[src/rtl/lsu_mem_port_if.sv]
// Request/response and data-memory bundles for lsu_mem_port.
// lsu_req_if: core <-> LSU handshake; lsu_dmem_if: LSU <-> word memory.
interface lsu_req_if #(
  parameter int DATA_WIDTH = 32,
  parameter int ADDR_WIDTH = 8
);
  logic                    req_valid;
  logic                    req_ready;
  logic                    req_we;
  logic [1:0]              req_size;
  logic                    req_unsigned;
  logic [ADDR_WIDTH+1:0]   req_addr;
  logic [DATA_WIDTH-1:0]   req_wdata;
  logic                    rsp_valid;
  logic [DATA_WIDTH-1:0]   rsp_rdata;
  logic                    rsp_err;

  modport master (
    output req_valid, req_we, req_size,
    output req_unsigned, req_addr, req_wdata,
    input  req_ready, rsp_valid,
    input  rsp_rdata, rsp_err
  );

  modport slave (
    input  req_valid, req_we, req_size,
    input  req_unsigned, req_addr, req_wdata,
    output req_ready, rsp_valid,
    output rsp_rdata, rsp_err
  );
endinterface

interface lsu_dmem_if #(
  parameter int DATA_WIDTH = 32,
  parameter int ADDR_WIDTH = 8
);
  logic                  mem_we;
  logic [ADDR_WIDTH-1:0] mem_a;
  logic [DATA_WIDTH-1:0] mem_wd;
  logic [DATA_WIDTH-1:0] mem_rd;

  modport master (
    output mem_we, mem_a, mem_wd,
    input  mem_rd
  );

  modport slave (
    input  mem_we, mem_a, mem_wd,
    output mem_rd
  );
endinterface

[src/rtl/lsu_mem_port.sv]
// Load/store port: byte-addressed requests onto a word memory.
// Ports: clk, rst, req (lsu_req_if.slave), mem (lsu_dmem_if.master).
module lsu_mem_port #(
  parameter int DATA_WIDTH = 32,
  parameter int ADDR_WIDTH = 8
) (
  input  logic       clk,
  input  logic       rst,
  lsu_req_if.slave   req,
  lsu_dmem_if.master mem
);

  typedef enum logic [1:0] {
    IDLE,
    ACCESS,
    WRITE,
    RESP
  } state_t;

  state_t      state;
  logic        we_q;
  logic [1:0]  size_q;
  logic        uns_q;
  logic [1:0]  lane_q;
  logic [15:0] wdata_q;

  logic                  bad;
  logic [7:0]            rd_b;
  logic [15:0]           rd_h;
  logic [DATA_WIDTH-1:0] ld_data;
  logic [4:0]            sh;
  logic [DATA_WIDTH-1:0] mask;
  logic [DATA_WIDTH-1:0] ins;
  logic [DATA_WIDTH-1:0] merged;

  always_comb begin
    bad = (req.req_size == 2'b11) ||
          (req.req_size == 2'b01 && req.req_addr[0]) ||
          (req.req_size == 2'b10 && |req.req_addr[1:0]);
  end

  always_comb begin
    rd_b = mem.mem_rd[7:0];
    unique case (lane_q)
      2'd0: rd_b = mem.mem_rd[7:0];
      2'd1: rd_b = mem.mem_rd[15:8];
      2'd2: rd_b = mem.mem_rd[23:16];
      2'd3: rd_b = mem.mem_rd[31:24];
    endcase
    rd_h = lane_q[1] ? mem.mem_rd[31:16]
                     : mem.mem_rd[15:0];
    ld_data = mem.mem_rd;
    unique case (1'b1)
      (size_q == 2'b00):
        ld_data = {{(DATA_WIDTH-8){~uns_q & rd_b[7]}},
                   rd_b};
      (size_q == 2'b01):
        ld_data = {{(DATA_WIDTH-16){~uns_q & rd_h[15]}},
                   rd_h};
      default: ld_data = mem.mem_rd;
    endcase
  end

  // Sub-word store: replace only the addressed lane(s).
  always_comb begin
    sh   = {lane_q, 3'b000};
    mask = size_q[0] ? {{(DATA_WIDTH-16){1'b0}}, 16'hFFFF}
                     : {{(DATA_WIDTH-8){1'b0}}, 8'hFF};
    mask = mask << sh;
    ins  = {{(DATA_WIDTH-16){1'b0}},
            size_q[0] ? wdata_q : {8'h00, wdata_q[7:0]}};
    ins  = ins << sh;
    merged = (mem.mem_rd & ~mask) | ins;
  end

  always_ff @(posedge clk or posedge rst) begin
    if (rst) begin
      state         <= IDLE;
      we_q          <= 1'b0;
      size_q        <= 2'b00;
      uns_q         <= 1'b0;
      lane_q        <= 2'b00;
      wdata_q       <= '0;
      req.req_ready <= 1'b1;
      req.rsp_valid <= 1'b0;
      req.rsp_err   <= 1'b0;
      req.rsp_rdata <= '0;
      mem.mem_we    <= 1'b0;
      mem.mem_a     <= '0;
      mem.mem_wd    <= '0;
    end else begin
      unique case (state)
        IDLE: begin
          if (req.req_valid) begin
            we_q          <= req.req_we;
            size_q        <= req.req_size;
            uns_q         <= req.req_unsigned;
            lane_q        <= req.req_addr[1:0];
            wdata_q       <= req.req_wdata[15:0];
            mem.mem_a     <= req.req_addr[ADDR_WIDTH+1:2];
            req.req_ready <= 1'b0;
            req.rsp_rdata <= '0;
            req.rsp_err   <= 1'b0;
            if (bad) begin
              state         <= RESP;
              req.rsp_valid <= 1'b1;
              req.rsp_err   <= 1'b1;
            end else begin
              state <= ACCESS;
              if (req.req_we && req.req_size == 2'b10) begin
                mem.mem_we <= 1'b1;
                mem.mem_wd <= req.req_wdata;
              end
            end
          end
        end
        ACCESS: begin
          if (!we_q) begin
            req.rsp_rdata <= ld_data;
            req.rsp_valid <= 1'b1;
            state         <= RESP;
          end else if (size_q == 2'b10) begin
            mem.mem_we    <= 1'b0;
            req.rsp_valid <= 1'b1;
            state         <= RESP;
          end else begin
            mem.mem_wd <= merged;
            mem.mem_we <= 1'b1;
            state      <= WRITE;
          end
        end
        WRITE: begin
          mem.mem_we    <= 1'b0;
          req.rsp_valid <= 1'b1;
          state         <= RESP;
        end
        RESP: begin
          req.rsp_valid <= 1'b0;
          req.req_ready <= 1'b1;
          state         <= IDLE;
        end
      endcase
    end
  end

endmodule
[src/flat_wrapper.sv]
// flat-port wrapper written by rule: the top's interface ports become plain ports
module lsu_mem_port_flat 
#(
  parameter int DATA_WIDTH = 32,
  parameter int ADDR_WIDTH = 8
)
  (clk, rst, req_req_valid, req_req_we, req_req_size, req_req_unsigned, req_req_addr, req_req_wdata, req_req_ready, req_rsp_valid, req_rsp_rdata, req_rsp_err, mem_mem_we, mem_mem_a, mem_mem_wd, mem_mem_rd);
  lsu_req_if #(.DATA_WIDTH(DATA_WIDTH), .ADDR_WIDTH(ADDR_WIDTH)) req_i ();
  lsu_dmem_if #(.DATA_WIDTH(DATA_WIDTH), .ADDR_WIDTH(ADDR_WIDTH)) mem_i ();
  input  logic clk;
  input  logic rst;
  input wire logic [$bits(req_i.req_valid)-1:0] req_req_valid;
  input wire logic [$bits(req_i.req_we)-1:0] req_req_we;
  input wire logic [$bits(req_i.req_size)-1:0] req_req_size;
  input wire logic [$bits(req_i.req_unsigned)-1:0] req_req_unsigned;
  input wire logic [$bits(req_i.req_addr)-1:0] req_req_addr;
  input wire logic [$bits(req_i.req_wdata)-1:0] req_req_wdata;
  output wire logic [$bits(req_i.req_ready)-1:0] req_req_ready;
  output wire logic [$bits(req_i.rsp_valid)-1:0] req_rsp_valid;
  output wire logic [$bits(req_i.rsp_rdata)-1:0] req_rsp_rdata;
  output wire logic [$bits(req_i.rsp_err)-1:0] req_rsp_err;
  output wire logic [$bits(mem_i.mem_we)-1:0] mem_mem_we;
  output wire logic [$bits(mem_i.mem_a)-1:0] mem_mem_a;
  output wire logic [$bits(mem_i.mem_wd)-1:0] mem_mem_wd;
  input wire logic [$bits(mem_i.mem_rd)-1:0] mem_mem_rd;
  assign req_i.req_valid = req_req_valid;
  assign req_i.req_we = req_req_we;
  assign req_i.req_size = req_req_size;
  assign req_i.req_unsigned = req_req_unsigned;
  assign req_i.req_addr = req_req_addr;
  assign req_i.req_wdata = req_req_wdata;
  assign req_req_ready = req_i.req_ready;
  assign req_rsp_valid = req_i.rsp_valid;
  assign req_rsp_rdata = req_i.rsp_rdata;
  assign req_rsp_err = req_i.rsp_err;
  assign mem_mem_we = mem_i.mem_we;
  assign mem_mem_a = mem_i.mem_a;
  assign mem_mem_wd = mem_i.mem_wd;
  assign mem_i.mem_rd = mem_mem_rd;
  lsu_mem_port #(.DATA_WIDTH(DATA_WIDTH), .ADDR_WIDTH(ADDR_WIDTH)) u_core (.clk(clk), .rst(rst), .req(req_i), .mem(mem_i));
endmodule
[config.mk]
export PLATFORM = sky130hd
export DESIGN_NAME = lsu_mem_port_flat
export DESIGN_NICKNAME = d
export VERILOG_FILES = /design/src/rtl/lsu_mem_port_if.sv /design/src/rtl/lsu_mem_port.sv /design/src/flat_wrapper.sv
export SDC_FILE = /design/constraint.sdc
export NUM_CORES = 1
export LEC_CHECK = 0
export BUFFER_PORTS_ARGS = -buffer_cell sky130_fd_sc_hd__buf_4
export CORE_AREA = 4 4 108 110
export CTS_CLUSTER_DIAMETER = 40
export DETAILED_ROUTE_END_ITERATION = 6
export DIE_AREA = 0 0 112 114
export HOLD_SLACK_MARGIN = 0.02
export PLACE_DENSITY = 0.77
export SKIP_LAST_GASP = 1
export SYNTH_ARGS = -nofsm -noshare
export SYNTH_HDL_FRONTEND = slang
export SYNTH_SLANG_ARGS = --single-unit
[constraint.sdc]
create_clock -name clk -period 3.9 [get_ports clk]
set_input_delay 0.78 -clock clk [delete_from_list [all_inputs] [get_ports clk]]
set_output_delay 0.78 -clock clk [all_outputs]
set_load 0.02 [all_outputs]
==> results.txt <==
----------------------------------------------------
[Outcome]
  Result of the run ... finished with violations
  Violations in the final reports ... design-rule violations

[STA]
  Period minus WS final ... around 2.8 ns
  Final hold slack ... about 0.50 ns
  Final setup violation count ... 0
  Fmax ... approximately 0.36 GHz
  Post-Route Skew ... ~0.011 ns
  Setup repair after global routing missed its margin ... no
  Actual transition at the worst max-transition pin ... approximately 1.2 ns
  Final sum of negative setup slack ... 0 ns
  Total count of max-transition violations in the final report ... 0
  Worst rel slew slack ... a little over a fifth
  Period utilisation layout ... between 70% and 80%
  Number of failing hold endpoints at the final stage ... 0

[Synth]
  Number of enable-type register cells in the synthesized netlist ... 0
  Share of synthesized registers carrying an async set or reset ... between 90% and 100%
  Cell count after synthesis ... 501
  Post-synthesis cell type count ... 48
  Nets in the synthesized netlist ... between 500 and 600
  Mean instance size in the synthesized netlist ... 10.58 sq um
  Syn Std Cell Area ... roughly 0.0053 sq mm
  Number of synthesized register bits ... 100
  Yosys synthesis warning count ... 0
  Most frequently used flop master after synthesis ... dfrtp_1
  Seq/Total Area, Yosys ... between 40% and 50%

[Worst hold path]
  Hold path cells ... 2
  Min-Delay Path Class ... reg2reg

[Pwr]
  Switching share of total power ... 44.03%
  Leakage power ... 3.197 nW
  Total power divided by cell area ... slightly below 900 mW/mm^2
  Sequential share of power ... about a third
  Worst ir drop on vdd ... roughly 0.42 mV
  Clock power share ... approximately 11%
  Cell Int Power ... about 3.3 mW
  Logic pwr share ... a little over half
  Switching power ... between 2 and 3 mW

[Layout]
  Growth of design area from synthesis to finish ... 26.59%
  Core utilization of the finished layout ... a little over three fifths
  Final design area excluding fillers ... around 0.0067 sq mm
  Post-layout net count ... about 720
  Cell Count, Final, Fillers Out ... roughly 800
  Number of filler cells placed in the layout ... 887
  Fraction of layout instances using a drive strength above 1 ... about 38%
  Area taken by multi-input logic gates ... around 0.0025 sq mm
  Diodes inserted ... 0
  Sequential cell area ... 0.002504 sq mm

[Clocking]
  Post-CTS resize count ... 0
  Total number of clock tree sinks ... 100
  # hold bufs at CTS ... 0
  Clock latency of the later-clocked register in the worst-skew pair ... between 0.3 and 0.4 ns
  # H-tree levels ... 3
  CTS root buffer ... clkbuf_8
  TritonCTS clock tree ... done
  Post-CTS Setup Repair Bufs ... 0
  Clock transition time at the flip-flop clock pins of the worst setup and hold paths ... 0.09 ns
  Cts bufs inserted ... 9
  Maximum number of buffers from clock root to sink ... 2

[Placed design]
  Routability congestion estimate from global placement ... 0.9568
  Cell Area, Placed ... 0.006525 sq mm
  Placed cell count ... about 770
  Placed wire-length estimate after detailed placement ... between 10000 and 15000 um
  Buffers on Ports ... between 150 and 200

[Setup path]
  Critical path launch point type ... register
  Cell depth of the worst setup path ... 6
  Critical path fanouts, max ... 18
  Delay-heaviest family, CP ... simple AND/OR/NAND/NOR gates
  Critical path, cell by cell ... inv_1 -> ha_1 -> and2b_1 -> nand2_1 -> nor4_4 -> a221o_1
  Critical path class ... reg2reg
  Cell at the slowest stage of the critical path ... nor4_4
  CP max stage delay ... ~0.78 ns
  Worst reg2reg path depth ... 6
  Worst setup EP type ... register
  Combined buffer and inverter count along the critical path ... 1
  Endpoint required time on the critical path ... 4.21 ns
  Crit path arrival time ... ~3.1 ns

[Route]
  Total vias in the final route ... between 4k and 5k
  DRC errors left ... 1
  Initial DRC count ... around 370
  DRT Wirelength ... about 16000 um
  Post-DR wirelength/cell ... roughly 20 um
  Detail Route Antenna Nets ... 0
  Count of TritonRoute iterations in the first routing pass ... 7
  Number of vias per cell ... 5.951

[Floorplan]
  Number of top-level pins ... 157
  Area of the die ... ~0.013 sq mm
  Overall die height ... approximately 110 um
  Width of the die ... between 100 and 150 um
  Core area ... 0.01070 sq mm
  Starting density of the core ... about 50%
  Number of rows in the core area ... 38

[GRT]
  Congestion Overflow GR ... 0
  Global-route total usage across every layer ... between 20% and 30%
  Pin count of the biggest net entering global routing ... 92
  Antenna violations before repair ... 0
  Wire length of the first global-routing pass ... 25230 um
  Via count of the first global-routing pass ... ~4.6k

[Run]
  Count of maximum capacitance violations ... 0

----------------------------------------------------
-- cells by family after synthesis --
logic type | Yosys count | synth area share (%)
buf+inv | 65 | 5.521
mux | 75 | 15.81
flops | 100 | 47.22
fa+ha+maj | 4 | 0.9439
compound gates | 153 | 20.79
simple gates | 104 | 9.722
-- registers in the layout, summed over array words and instances (netlist names) --
| signal | count |
|---|---|
| u_core.wdata_q | 16 |
| u_core.mem.mem_we | 1 |
| u_core.mem.mem_a | 8 |
| u_core.req.req_ready | 1 |
| u_core.lane_q | 2 |
| u_core.uns_q | 1 |
| u_core.mem.mem_wd | 32 |
| u_core.req.rsp_valid | 1 |
| u_core.size_q | 2 |
| u_core.we_q | 1 |
| u_core.req.rsp_err | 1 |
| u_core.state | 2 |
| u_core.req.rsp_rdata | 32 |
-- area by class of cell --
type | instances | area share [%]
multi-input cells | 336 | 37.39
repair buffers | 161 | 18.19
flip-flops and latches | 100 | 37.30
clock inverters | 5 | 0.5405
inverters | 30 | 1.715
well taps | 140 | 2.610
clock buffers | 11 | 2.255
-- tightest hold or removal path, stage by stage (launching register included) --
cell,delay (ns)
dfrtp_1,0.36
nand2_1,0.05
o21ai_0,0.06
-- power by group through the flow --
| stage | clock network [mW] | registers (mW) | logic [mW] |
|---|---|---|---|
| after CTS | 0.646 | 2.06 | 3.18 |
| after global placement | 0 | 2.05 | 3.10 |
| after detailed placement | 0 | 2.08 | 3.18 |
| final | 0.641 | 2.07 | 3.18 |
| after floorplan | 0 | 2.30 | 1.81 |
| after global routing | 0.697 | 2.14 | 3.44 |
-- synthesized netlist by cell type (2+ instances only) --
cell type   n  share of area, %
a21oi_1    18               1.7
a221o_1    16               3.0
a221oi_1   14               2.3
a221oi_2    2              0.57
a22o_1     23               3.8
a311oi_1    6              0.99
and4b_1     2              0.38
buf_1       3              0.21
buf_2      15               1.4
buf_4       2              0.28
buf_6       3              0.64
clkbuf_1   12              0.85
dfrtp_1    99                47
ha_1        4              0.94
inv_1      29               2.1
mux2_1      2              0.42
mux2_2     54                11
mux2i_1    17               3.2
nand2_1    54               3.8
nand2b_1    5              0.59
nand3_1     8              0.76
nor2_1     16               1.1
nor2b_1    12               1.4
o211ai_1    9               1.3
o21a_1      3              0.42
o21ai_0    45               4.2
o31ai_1     7              0.99
-- routing by layer --
metal  track usage, %  wire length [um]
met3            7.692              1691
met2            38.61              7353
met4            6.010               252
met1            34.93              6624
met5                0                 0
-- cell usage in the layout, fill, tap and decap left out, drive strengths merged, types with 2 or more instances in the layout --
cell / n
nand2: 54
a221o: 16
nor2: 18
and4b: 2
nand2b: 5
clkbuf: 11
mux2: 57
a311oi: 6
dfrtp: 99
o21a: 3
clkinv: 5
ha: 4
nor2b: 12
inv: 30
o31ai: 7
o21ai: 46
a21oi: 19
buf: 161
nand3: 8
a221oi: 16
mux2i: 17
o211ai: 9
a22o: 23
-- per-stage QoR --
| step | total power, mW | worst slack (ns) |
|---|---|---|
| global route | 6.272 | 0.8500 |
| finish | 5.890 | 1.148 |
| detailed placement | 5.258 | 1.174 |
| CTS | 5.887 | 1.161 |
| global placement | 5.145 | 1.358 |
| floorplan | 4.109 | 0.5029 |
-- final timing paths --
check	startpoint	endpoint	slack, ns
min in group asynchronous	rst	u_core.req.rsp_rdata[13]	0.66
hold / removal	u_core.req.rsp_rdata[8]	u_core.req.rsp_rdata[8]	0.50
setup / recovery	u_core.state[1]	u_core.req.rsp_rdata[29]	1.15
max in group asynchronous	rst	u_core.req.req_ready	2.37
hold reg to reg	u_core.req.rsp_rdata[8]	u_core.req.rsp_rdata[8]	0.50
setup reg to reg	u_core.state[1]	u_core.req.rsp_rdata[29]	1.15
Power figures use the tool's default switching activity.
